[src/rtl/seq_calculator.sv]
// seq_calculator: multi-cycle unsigned arithmetic unit (add, sub, shift-add
// multiply, restoring divide) behind a start/busy/done handshake.
// Operands are latched on accept so the caller may change them while busy.
// The result and flag registers change only on the edge that enters DONE.

module seq_calculator #(
    parameter int WIDTH = 8,
    parameter int CNT_W = $clog2(WIDTH + 1)
) (
    input  logic                 clk,
    input  logic                 rst_n,
    input  logic                 start,
    input  logic [1:0]           op,
    input  logic [WIDTH-1:0]     a,
    input  logic [WIDTH-1:0]     b,
    output logic                 busy,
    output logic                 done,
    output logic [2*WIDTH-1:0]   result,
    output logic                 flag
);

    typedef enum logic [1:0] {
        S_IDLE = 2'b00,
        S_CALC = 2'b01,
        S_DONE = 2'b10
    } state_t;

    typedef enum logic [1:0] {
        OP_ADD = 2'b00,
        OP_SUB = 2'b01,
        OP_MUL = 2'b10,
        OP_DIV = 2'b11
    } op_t;

    // Counter value during the final multiply/divide iteration.
    localparam logic [CNT_W-1:0] LAST_ITER = CNT_W'(WIDTH - 1);

    // Control state.
    state_t             state_q, state_d;
    op_t                op_q, op_d;
    logic [CNT_W-1:0]   cnt_q, cnt_d;

    // Latched operands.
    logic [WIDTH-1:0]   a_q, a_d;
    logic [WIDTH-1:0]   b_q, b_d;

    // Multiply working registers: accumulator, shifted multiplicand and
    // multiplier consumed LSB first.
    logic [2*WIDTH-1:0] acc_q, acc_d;
    logic [2*WIDTH-1:0] mcand_q, mcand_d;
    logic [WIDTH-1:0]   mpl_q, mpl_d;

    // Divide working registers: remainder and dividend/quotient shift
    // register (dividend bits leave at the top, quotient bits enter at the
    // bottom).
    logic [WIDTH-1:0]   rem_q, rem_d;
    logic [WIDTH-1:0]   quo_q, quo_d;

    // Architectural outputs.
    logic [2*WIDTH-1:0] result_q, result_d;
    logic               flag_q, flag_d;

    // Datapath terms.
    logic [WIDTH:0]     sum_w;
    logic [WIDTH:0]     diff_w;
    logic [2*WIDTH-1:0] acc_step;
    logic [WIDTH:0]     shifted;
    logic               fits;
    logic [WIDTH-1:0]   trial;
    logic [WIDTH-1:0]   rem_step;
    logic [WIDTH-1:0]   quo_step;
    logic               last_iter;
    logic               div_by_zero;
    logic               load;

    // Single-cycle results: the carry/borrow land in bit WIDTH.
    assign sum_w  = {1'b0, a_q} + {1'b0, b_q};
    assign diff_w = {1'b0, a_q} - {1'b0, b_q};

    // One shift-add step: add the shifted multiplicand when the current
    // multiplier bit is set.
    assign acc_step = acc_q + (mpl_q[0] ? mcand_q : '0);

    // One restoring-divide step on the WIDTH+1-bit partial remainder. When
    // the subtraction fits the true difference is below b, so a WIDTH-bit
    // subtract gives the exact new remainder.
    assign shifted  = {rem_q, quo_q[WIDTH-1]};
    assign fits     = (shifted >= {1'b0, b_q});
    assign trial    = shifted[WIDTH-1:0] - b_q;
    assign rem_step = fits ? trial : shifted[WIDTH-1:0];
    assign quo_step = {quo_q[WIDTH-2:0], fits};

    assign last_iter   = (cnt_q == LAST_ITER);
    assign div_by_zero = (b_q == '0);

    // Next-state and datapath control for the IDLE/CALC/DONE sequencer.
    always_comb begin
        // NOTE: every _d starts from its _q value so that no path through
        // this block leaves a signal unassigned and infers a latch.
        state_d  = state_q;
        op_d     = op_q;
        cnt_d    = cnt_q;
        a_d      = a_q;
        b_d      = b_q;
        acc_d    = acc_q;
        mcand_d  = mcand_q;
        mpl_d    = mpl_q;
        rem_d    = rem_q;
        quo_d    = quo_q;
        result_d = result_q;
        flag_d   = flag_q;
        load     = 1'b0;

        unique case (state_q)
            S_IDLE: begin
                if (start) begin
                    load = 1'b1;
                end
            end

            S_CALC: begin
                unique case (op_q)
                    OP_ADD: begin
                        result_d = {{(WIDTH-1){1'b0}}, sum_w};
                        flag_d   = 1'b0;
                        state_d  = S_DONE;
                    end

                    OP_SUB: begin
                        result_d = {{(WIDTH-1){1'b0}}, diff_w};
                        flag_d   = diff_w[WIDTH];
                        state_d  = S_DONE;
                    end

                    OP_MUL: begin
                        acc_d   = acc_step;
                        mcand_d = mcand_q << 1;
                        mpl_d   = mpl_q >> 1;
                        cnt_d   = cnt_q + 1'b1;
                        if (last_iter) begin
                            result_d = acc_step;
                            flag_d   = 1'b0;
                            state_d  = S_DONE;
                        end
                    end

                    OP_DIV: begin
                        if (div_by_zero) begin
                            // No iterations: quotient saturates, remainder is the dividend.
                            result_d = {a_q, {WIDTH{1'b1}}};
                            flag_d   = 1'b1;
                            state_d  = S_DONE;
                        end else begin
                            rem_d = rem_step;
                            quo_d = quo_step;
                            cnt_d = cnt_q + 1'b1;
                            if (last_iter) begin
                                result_d = {rem_step, quo_step};
                                flag_d   = 1'b0;
                                state_d  = S_DONE;
                            end
                        end
                    end

                    default: begin
                        state_d = S_IDLE;
                    end
                endcase
            end

            S_DONE: begin
                // A start here is accepted immediately, giving back-to-back operation.
                if (start) begin
                    load = 1'b1;
                end else begin
                    state_d = S_IDLE;
                end
            end

            default: begin
                state_d = S_IDLE;
            end
        endcase

        // Accepting a request latches the operands and primes both
        // iterative datapaths; only the one selected by op is used.
        if (load) begin
            state_d = S_CALC;
            op_d    = op_t'(op);
            a_d     = a;
            b_d     = b;
            cnt_d   = '0;
            acc_d   = '0;
            mcand_d = {{WIDTH{1'b0}}, a};
            mpl_d   = b;
            rem_d   = '0;
            quo_d   = a;
        end
    end

    // State and datapath registers; reset aborts any operation in flight.
    always_ff @(posedge clk or negedge rst_n) begin
        if (!rst_n) begin
            state_q  <= S_IDLE;
            op_q     <= OP_ADD;
            cnt_q    <= '0;
            a_q      <= '0;
            b_q      <= '0;
            acc_q    <= '0;
            mcand_q  <= '0;
            mpl_q    <= '0;
            rem_q    <= '0;
            quo_q    <= '0;
            result_q <= '0;
            flag_q   <= 1'b0;
        end else begin
            // NOTE: non-blocking assignments so every register samples the
            // values from before this edge, independent of statement order.
            state_q  <= state_d;
            op_q     <= op_d;
            cnt_q    <= cnt_d;
            a_q      <= a_d;
            b_q      <= b_d;
            acc_q    <= acc_d;
            mcand_q  <= mcand_d;
            mpl_q    <= mpl_d;
            rem_q    <= rem_d;
            quo_q    <= quo_d;
            result_q <= result_d;
            flag_q   <= flag_d;
        end
    end

    assign busy   = (state_q == S_CALC);
    assign done   = (state_q == S_DONE);
    assign result = result_q;
    assign flag   = flag_q;

endmodule

[config.mk]
export PLATFORM = sky130hd
export DESIGN_NAME = seq_calculator
export DESIGN_NICKNAME = d
export VERILOG_FILES = /design/src/rtl/seq_calculator.sv
export SDC_FILE = /design/constraint.sdc
export NUM_CORES = 1
export LEC_CHECK = 0
export BUFFER_PORTS_ARGS = -buffer_cell sky130_fd_sc_hd__buf_2
export CORE_ASPECT_RATIO = 1.25
export CORE_MARGIN = 4
export CORE_UTILIZATION = 54
export CTS_BUF_LIST = sky130_fd_sc_hd__clkbuf_4 sky130_fd_sc_hd__clkbuf_8
export DETAILED_ROUTE_END_ITERATION = 8
export PLACE_DENSITY = 0.83
export REMOVE_ABC_BUFFERS = 1
export SLEW_MARGIN = 20
export SYNTH_ARGS = -nofsm -noshare
export SYNTH_HDL_FRONTEND = slang
export SYNTH_SLANG_ARGS = --single-unit
[constraint.sdc]
create_clock -name clk -period 4.1 [get_ports clk]
set_input_delay 0.205 -clock clk [delete_from_list [all_inputs] [get_ports clk]]
set_output_delay 0.205 -clock clk [all_outputs]
set_load 0.02 [all_outputs]
# ---- After elaboration in Yosys (flattened, before gate mapping)
# Index checks and enable logic that the tools add are counted.
dict set report classes {
  n_lt_le_gt_ge 1
  n_reduce_logical 14
  n_addsub 5
  n_mux 38
  n_eq_ne 12
}
# cell n
set op_table {}
lappend op_table {{2-to-1 mux 16 bit} 10}
lappend op_table {{2-to-1 mux 8 bit} 12}
lappend op_table {{one-hot mux 16 bit (4 select lines)} 1}
lappend op_table {{adder 16 bit} 1}
lappend op_table {{2-to-1 mux 4 bit} 3}
lappend op_table {{one-hot mux 2 bit (3 select lines)} 2}
lappend op_table {{adder 8 x 8 -> 9 bit} 1}
lappend op_table {{greater-or-equal comparator 9 x 8 -> 1 bit} 1}
lappend op_table {{AND reduction 3 bit} 3}
lappend op_table {{subtractor 8 x 8 -> 9 bit} 1}
lappend op_table {{logical NOT 8 bit} 1}
lappend op_table {{2-to-1 mux 2 bit} 4}
lappend op_table {{one-hot mux 4 bit (2 select lines)} 1}
lappend op_table {{subtractor 8 bit} 1}
lappend op_table {{equality test 2 bit, second input constant} 3}
lappend op_table {{!= test 3 bit, second input constant} 2}
lappend op_table {{nonzero test 2 bit} 3}
lappend op_table {{adder 4 x 1 -> 4 bit, second input constant} 1}
lappend op_table {{equality test 2 x 1 -> 1 bit, second input constant} 2}
lappend op_table {{equality test 4 x 3 -> 1 bit, second input constant} 1}
lappend op_table {{logical NOT 2 bit} 2}
lappend op_table {{2-to-1 mux 1 bit} 4}
lappend op_table {{!= test 2 bit, second input constant} 2}
lappend op_table {{one-hot mux 1 bit (4 select lines)} 1}
lappend op_table {{other kinds (5)} 7}
dict set report totals {
  out_inout_bits 19
  inputBits 21
  elab_cells 82
  reg_bits 97
}

# ---- Depth between registers and ports, before layout
# Gate-level depths: netlist of run 1.
dict set report depth {
  word_depth 6
  depth_mapped 11
  depth_no_buf 11
}

# ---- Worst setup path after synthesis of run 1
# OpenSTA, ideal clock, no wires.
dict set report synth_path {
  path_kind {reg-to-reg}
  from {register mpl_q[0]}
  to {register result_q[12], in the netlist result[12]}
  arrival_ns 2.437
  setup_time_ns 0.124
  slack_ns 1.539
  period_less_slack_ns 2.561
  stages_incl_launch_ff 12
  required_ns 3.976
  cell_sequence {dfrtp_1 -> clkbuf_1 -> and2_1 -> ha_1 -> fa_1 -> a21o_1 -> nand4_1 -> a21oi_1 -> o41ai_1 -> xor2_1 -> nor2_1 -> a211o_1}
}
dict set report synth_via {
  elab_chain_len 4
}
# item line_no
set synth_rtl {}
lappend synth_rtl {{start, declared} 51} ;# logic [WIDTH-1:0] mpl_q, mpl_d;
lappend synth_rtl {{start signal, assigned} 226} ;# mpl_q <= mpl_d;
lappend synth_rtl {{2-to-1 mux 16 bit} 82} ;# assign acc_step = acc_q + (mpl_q[0] ? mcand_q : '0);
lappend synth_rtl {{adder 16 bit} 82}
lappend synth_rtl {{2-to-1 mux 16 bit} 140} ;# if (last_iter) begin
lappend synth_rtl {{one-hot mux 16 bit (4 select lines)} 122} ;# unique case (op_q)
lappend synth_rtl {{end signal, assigned} 229} ;# result_q <= result_d;
lappend synth_rtl {{end, declared} 60} ;# logic [2*WIDTH-1:0] result_q, result_d;
# No other way between the ends. The select of a mux whose other input is x is not followed.
# A chain may end at the register's enable or synchronous reset.

# ---- Final worst setup path of run 1
dict set report layout_path {
  from {register b_q[1]}
  to {register result_q[8], in the netlist result[8]}
}
dict set report layout_via {
  elab_chain_len 5
  elab_cells_between_ends 10
}
# item line_no
set layout_rtl {}
lappend layout_rtl {{start, declared} 45} ;# logic [WIDTH-1:0] b_q, b_d;
lappend layout_rtl {{start signal, assigned} 208} ;# b_q <= '0;
lappend layout_rtl {{start signal, assigned} 223} ;# b_q <= b_d;
lappend layout_rtl {{greater-or-equal comparator 9 x 8 -> 1 bit} 88} ;# assign fits = (shifted >= {1'b0, b_q});
lappend layout_rtl {{2-to-1 mux 8 bit} 90} ;# assign rem_step = fits ? trial : shifted[WIDTH-1:0];
lappend layout_rtl {{2-to-1 mux 16 bit} 157} ;# if (last_iter) begin
lappend layout_rtl {{2-to-1 mux 16 bit} 148} ;# if (div_by_zero) begin
lappend layout_rtl {{one-hot mux 16 bit (4 select lines)} 122}
# Parallel ways exist; a longest one is shown, timed or not. The select of a mux whose other input is x is not followed.

==> impl_metrics.py, run 1 <==
metrics = {
    "floorplanning": {
        "rows": 42,
        "die_h_um": 125,
        "initial_core_util_pct": 55.5,
        "coreArea_um2": 10700,
        "die_x_um": 102,
        "die_area_um2": 12700,
        "ios": 40,
    },
    "sta": {
        "hold_viol": 0,
        "fmax_mhz": 344,
        "finalClockSkew_ps": 18.4,
        "setup_tns_ps": 0,
        "rsz0062_at_grt": "no",
        "maxSlewHeadroom_pct": 30.9,
        "slew_viol_final": 0,
        "tightest_slew_ps": 1030,
        "period_needed_ps": 2910,
        "setup_viol": 0,
        "period_share_pct": 71.0,
    },
    "clock_network": {
        "clock_sinks": 97,
        "cts_resized": 0,
        "clk_latency_ps": 390,
        "post_cts_buffers": 0,
        "cts_buffer_depth": 2,
        "clk_pin_slew_ps": 100,
        "cts_made_buffers": 9,
        "cts_tree": "built",
        "htreeDepth": 3,
        "clock_tree.root_cell": "clkbuf_8",
    },
    "detailed_routing": {
        "finalWirelength_mm": 16.4,
        "vias": 5192,
        "via_per_inst": 6.24,
        "drt_first_pass_iters": 5,
        "wire_per_inst_um": 19.7,
        "route.detailed.drc": 0,
        "antenna_left": 0,
        "drtIter0Drc": 472,
    },
    "critical_path": {
        "setup.worst_path.end": "result[8]",
        "worstSetupEndpointType": "register",
        "cp_max_fo": 9,
        "cp_slowest_cell": "and2b_1",
        "start_kind": "register",
        "timing.rr.end": "result[8]",
        "critPathKind": "reg -> reg",
        "crit_start": "b_q[1]",
        "r2r_start": "b_q[1]",
        "crit_family": "simple AND/OR/NAND/NOR gates",
        "slowest_delay_ps": 430,
        "crit_chain": "inv_1 -> ha_1 -> nor2b_1 -> o31a_2 -> o221ai_2 -> and2b_1 -> mux2_2 -> or2_2 -> nand4_1",
        "critical_path.n_buffers_inverters": 1,
        "cp.required_ps": 4410,
        "arrival_ps": 3220,
        "cp.depth": 9,
        "r2r_setup_slack_ps": 1190,
        "reg2reg_depth": 9,
    },
    "power": {
        "p_leak_nw": 3.17,
        "combPwrFrac_pct": 52.4,
        "p_int_mw": 2.51,
        "power_switching_mw": 2.25,
        "peakVddDrop_mv": 0.281,
        "seqPwrFrac_pct": 33.8,
        "p_per_area_nw_per_um2": 741,
        "p_clk_share_pct": 13.8,
        "swShare_pct": 47.2,
    },
    "logic_synthesis": {
        "synthArstFlopShare_pct": 100,
        "ys_ff_latch": 97,
        "synth_edf_count": 0,
        "synth_commonest_cells": "nand2_1 (115), dfrtp_1 (97), o21ai_0 (70), a21oi_1 (40), ha_1 (40)",
        "postSynthAreaPerCell_um2": 8.87,
        "postSynthCellCount": 667,
        "yosys_warnings": 0,
        "syn-cell-area_um2": 5920,
        "synth.distinct_cells": 59,
        "synth-seq-area-share_pct": 41.0,
        "synth_area_leaders": "dfrtp_1 (41%), ha_1 (8.5%), nand2_1 (7.3%)",
        "synth_ff_type": "dfrtp_1",
        "synth_top_area_cell": "dfrtp_1",
        "synth_top_area_share_pct": 41.0,
        "synth.most_common_cell": "nand2_1",
    },
    "global_route": {
        "grt_antenna_before_repair": 0,
        "grt_max_degree": 55,
        "met1_usage_pct": 34.8,
        "grt_pass1_vias": 5213,
        "track_usage_pct": 27.0,
        "grt-busiest-layer": "met2",
        "overflow": 0,
        "use_met3_pct": 2.95,
        "use_met2_pct": 45.0,
        "grt_pass1_wl_mm": 27.0,
    },
    "finish": {
        "fin_nets": 760,
        "antenna_cells": 0,
        "area_delta_synth_final_pct": 8.61,
        "fillers": 903,
        "finish.utilization_pct": 60.2,
        "drive_gt1_share_pct": 11.7,
    },
    "job": {
        "cap_violations": 0,
    },
    "hold_path": {
        "hold_path.class": "in -> reg",
    },
    "outcome": {
        "status": "completed",
    },
    "place": {
        "dp_hpwl_mm": 12.3,
        "portBuffers": 39,
        "place_congestion": 0.975,
    },
}
kinds of logic after synthesis:
| group | count (synthesis) | share of synthesized area (%) |
|---|---|---|
| AND/OR/NAND/NOR | 248 | 19.1 |
| AO/OA/AOI/OAI | 181 | 19.2 |
| flip-flops | 97 | 41.0 |
| buffers and inverters | 55 | 4.06 |
| adder cells (fa/ha/maj) | 44 | 9.81 |
| XOR/XNOR | 26 | 3.85 |
| multiplexers | 16 | 2.96 |
metrics by stage:
step	hold slack [ps]	cells	power (mW)	area, µm²	setup WS, ps
floorplan	-90.6	635	3.25	5780	1080
global placement	289	815	4.00	6220	1360
detailed placement	288	815	4.08	6220	1220
CTS	5.68	832	4.74	6420	1200
global route	17.1	832	5.11	6430	1000
finish	18.3	832	4.76	6430	1190
how the worst min path moves through the flow:
stage | from | end | slack (ps) | depth (start not counted)
floorplan | rst_n | a_q[0] | -90 | 0
global placement | rst_n | cnt_q[0] | 290 | 1
detailed placement | rst_n | cnt_q[0] | 290 | 1
CTS | op[1] | op_q[1] | 6 | 3
global route | op[1] | op_q[1] | 20 | 3
finish | op[1] | op_q[1] | 20 | 3
tightest hold or removal path, cell delays in order:
cell	delay [ps]
buf_2	80
nand2_1	40
nand2_1	50
routing by layer:
metal	wire, µm	vias to the layer above	part of all wire [%]
met4	634	0	3.9
li1	-	2400	-
met2	8070	222	49
met1	6670	2527	41
met5	0	-	0
met3	1020	43	6.2
area by class of cell:
class / instances / area (µm²) / area share (%)
Clock buffer: 9 / 124 / 1.93
Clock inverter: 7 / 73.8 / 1.15
Inverter: 23 / 98.8 / 1.54
Multi-Input combinational cell: 515 / 3260 / 50.8
Sequential cell: 97 / 2430 / 37.8
Tap cell: 132 / 165 / 2.57
Timing Repair Buffer: 49 / 275 / 4.28
layout by cell type (no fill, tap or decap), types with 7 or more instances in the layout:
cell,count
nand2_1,115
dfrtp_1,97
o21ai_0,70
a21oi_1,40
ha_1,40
nand3_1,39
buf_2,38
nor2_1,35
inv_1,22
and2_1,20
xor2_1,17
mux2i_1,13
a21o_1,11
buf_4,10
xnor2_1,9
clkbuf_8,9
nor2b_1,7
sequential cells by signal, indices dropped and copies added (netlist names):
name     flops
rem_q        8
b_q          8
cnt_q        4
a_q          8
quo_q        8
result      16
flag         1
acc_q       16
state_q      2
mpl_q        8
mcand_q     16
op_q         2
power by group through the flow:
stage	combinational (mW)	sequential (mW)	clock, mW
5_1_grt	2.77	1.65	0.696
4_1_cts	2.47	1.60	0.661
2_1_floorplan	1.66	1.59	0
3_3_place_gp	2.41	1.60	0
6_report	2.50	1.61	0.655
3_5_place_dp	2.46	1.62	0
repair_timing:
action                                  in CTS  in global routing
hold buffers                                 1                  0
endpoints found under the hold margin       53                  0
endpoints found under the setup margin       0                  0
Note: power is estimated with default switching activity, not from simulation.
==> run 2, diff against run 1 <==
clock period = 2.7 ns   (was 4.1 ns; I/O delays follow)
==> run 2 against run 1 <==
- cell count increased by 3.6%
- worst hold slack lost 13 ps
- worst setup slack got worse by 1200 ps
- count of clock-buffer cells in the layout grew 2
- global-route usage grew 0.78 points
- via count is 4.4% higher
- sequential cell count unchanged
- sequential share of layout area fell by 2.0 points
- die area is the same
==> impl_metrics.py, run 2 (same netlist as run 1, synthesis figures left out) <==
metrics = {
    "outcome": {
        "status": "completed",
    },
    "detailed_routing": {
        "via_per_inst": 6.29,
        "vias": 5420,
        "antenna_left": 0,
        "drtIter0Drc": 492,
        "route.detailed.drc": 0,
        "drt_first_pass_iters": 5,
        "wire_per_inst_um": 19.9,
        "finalWirelength_mm": 17.1,
    },
    "finish": {
        "fillers": 891,
        "fin_nets": 790,
        "layout_common_cells": "nand2_1 (115), dfrtp_1 (96), o21ai_0 (69)",
        "stdcell_area_um2": 6780,
        "antenna_cells": 0,
        "layout_commonest_cell": "nand2_1",
        "area_delta_synth_final_pct": 14.7,
        "drive_gt1_share_pct": 15.9,
    },
    "floorplanning": {
        "die_x_um": 102,
        "coreArea_um2": 10700,
        "ios": 40,
        "die_area_um2": 12700,
        "rows": 42,
        "die_h_um": 125,
        "initial_core_util_pct": 55.5,
    },
    "sta": {
        "hold_viol": 0,
        "slew_viol_final": 0,
        "setup_viol": 0,
        "period_share_pct": 99.9,
        "finalClockSkew_ps": 13.1,
        "setup_tns_ps": 0,
        "tightest_slew_ps": 795,
        "rsz0062_at_grt": "yes",
        "maxSlewHeadroom_pct": 47.0,
        "fmax_mhz": 371,
        "period_needed_ps": 2700,
        "holdWs_ps": 5.11,
    },
    "power": {
        "power_mw": 7.76,
        "p_leak_nw": 3.34,
        "peakVddDrop_mv": 0.626,
        "p_per_area_nw_per_um2": 1140,
    },
    "clock_network": {
        "clock_sinks": 97,
        "cts_tree": "built",
        "cts_buffer_depth": 2,
        "htreeDepth": 3,
        "cts_made_buffers": 9,
        "clk_pin_slew_ps": 100,
        "clock_tree.root_cell": "clkbuf_8",
        "clk_latency_ps": 390,
    },
    "critical_path": {
        "arrival_ps": 3000,
        "worstSetupEndpointType": "register",
        "start_kind": "register",
        "cp.required_ps": 3000,
        "cp_max_fo": 5,
        "r2r_start": "mpl_q[0]",
        "crit_start": "mpl_q[0]",
        "critPathKind": "reg -> reg",
    },
    "global_route": {
        "grt_max_degree": 98,
        "grt_pass1_vias": 5353,
        "overflow": 0,
        "track_usage_pct": 27.8,
        "grt_antenna_before_repair": 0,
        "grt_pass1_wl_mm": 27.6,
    },
    "place": {
        "placed_area_um2": 6360,
        "portBuffers": 39,
        "place_congestion": 1.02,
        "dp_hpwl_mm": 12.6,
    },
    "hold_path": {
        "hold_path.class": "in -> reg",
        "min_from": "b[0]",
    },
    "job": {
        "cap_violations": 0,
    },
}
-- run 2: cell types whose count changed in the layout (fill, tap and decap cells not counted), moves of 2 or more --
cell           before  now
inv_6               3    0
dlygate4sd3_1       1    9
a21oi_1            40   38
a21oi_2             0    2
mux2i_1            13   11
clkbuf_4            0    2
buf_4              10   31
bufinv_16           1    3
-- run 2: critical path, stage by stage (launching register included) --
cell,delay [ps]
dfrtp_1,430
and2_1,190
ha_1,310
a211oi_1,270
o21bai_1,150
o21ai_2,230
o221ai_2,180
a31oi_2,280
mux2_2,380
a31oi_1,190
-- run 2: routing by layer --
metal	vias up	track usage [%]	part of all wire (%)
met5	-	0	0
met4	0	13.3	4.6
met3	72	3.12	6.2
met2	271	47.1	51
met1	2623	35.0	38
li1	2454	-	-
-- run 2: final cells by class --
cell class / instances / area [µm²] / area share [%]
multi-input combinational: 515 / 3320 / 48.9
sequential: 97 / 2430 / 35.8
timing repair buffer: 79 / 533 / 7.86
tap: 132 / 165 / 2.43
clock buffer: 11 / 139 / 2.05
clock inverter: 5 / 104 / 1.53
inverter: 23 / 98.8 / 1.46
-- run 2: final timing paths --
check,cells past startpoint,slack [ps],to
setup / recovery,9,2,acc_q[15]
hold / removal,3,5,b_q[0]
setup reg to reg,9,2,acc_q[15]
hold reg to reg,2,490,mpl_q[1]
max in group asynchronous,3,1980,b_q[0]
min in group asynchronous,3,350,mpl_q[3]
-- run 2: repair_timing --
item	in CTS	in global routing
buffers inserted	0	5
endpoints found under the setup margin	2	8
hold buffers	9	0
endpoints found under the hold margin	111	0
gates resized for setup	2	13
pin swaps	1	1
-- run 2: metrics by stage --
| stage | worst slack, ps | cells | util (%) |
|---|---|---|---|
| finish | 2.44 | 862 | 63.6 |
| global route | -54.6 | 862 | 63.6 |
| CTS | 32.3 | 857 | 62.8 |
| detailed placement | -11.8 | 832 | 59.6 |
| global placement | 122 | 832 | 59.6 |
| floorplan | -320 | 635 | - |
-- run 2: power by group --
| group | switching, mW | internal, mW | total, mW | leakage, nW |
|---|---|---|---|---|
| combinational | 2.51 | 1.65 | 4.16 | 1.96 |
| clock | 0.537 | 0.637 | 1.17 | 0.124 |
| sequential | 0.489 | 1.94 | 2.43 | 1.26 |
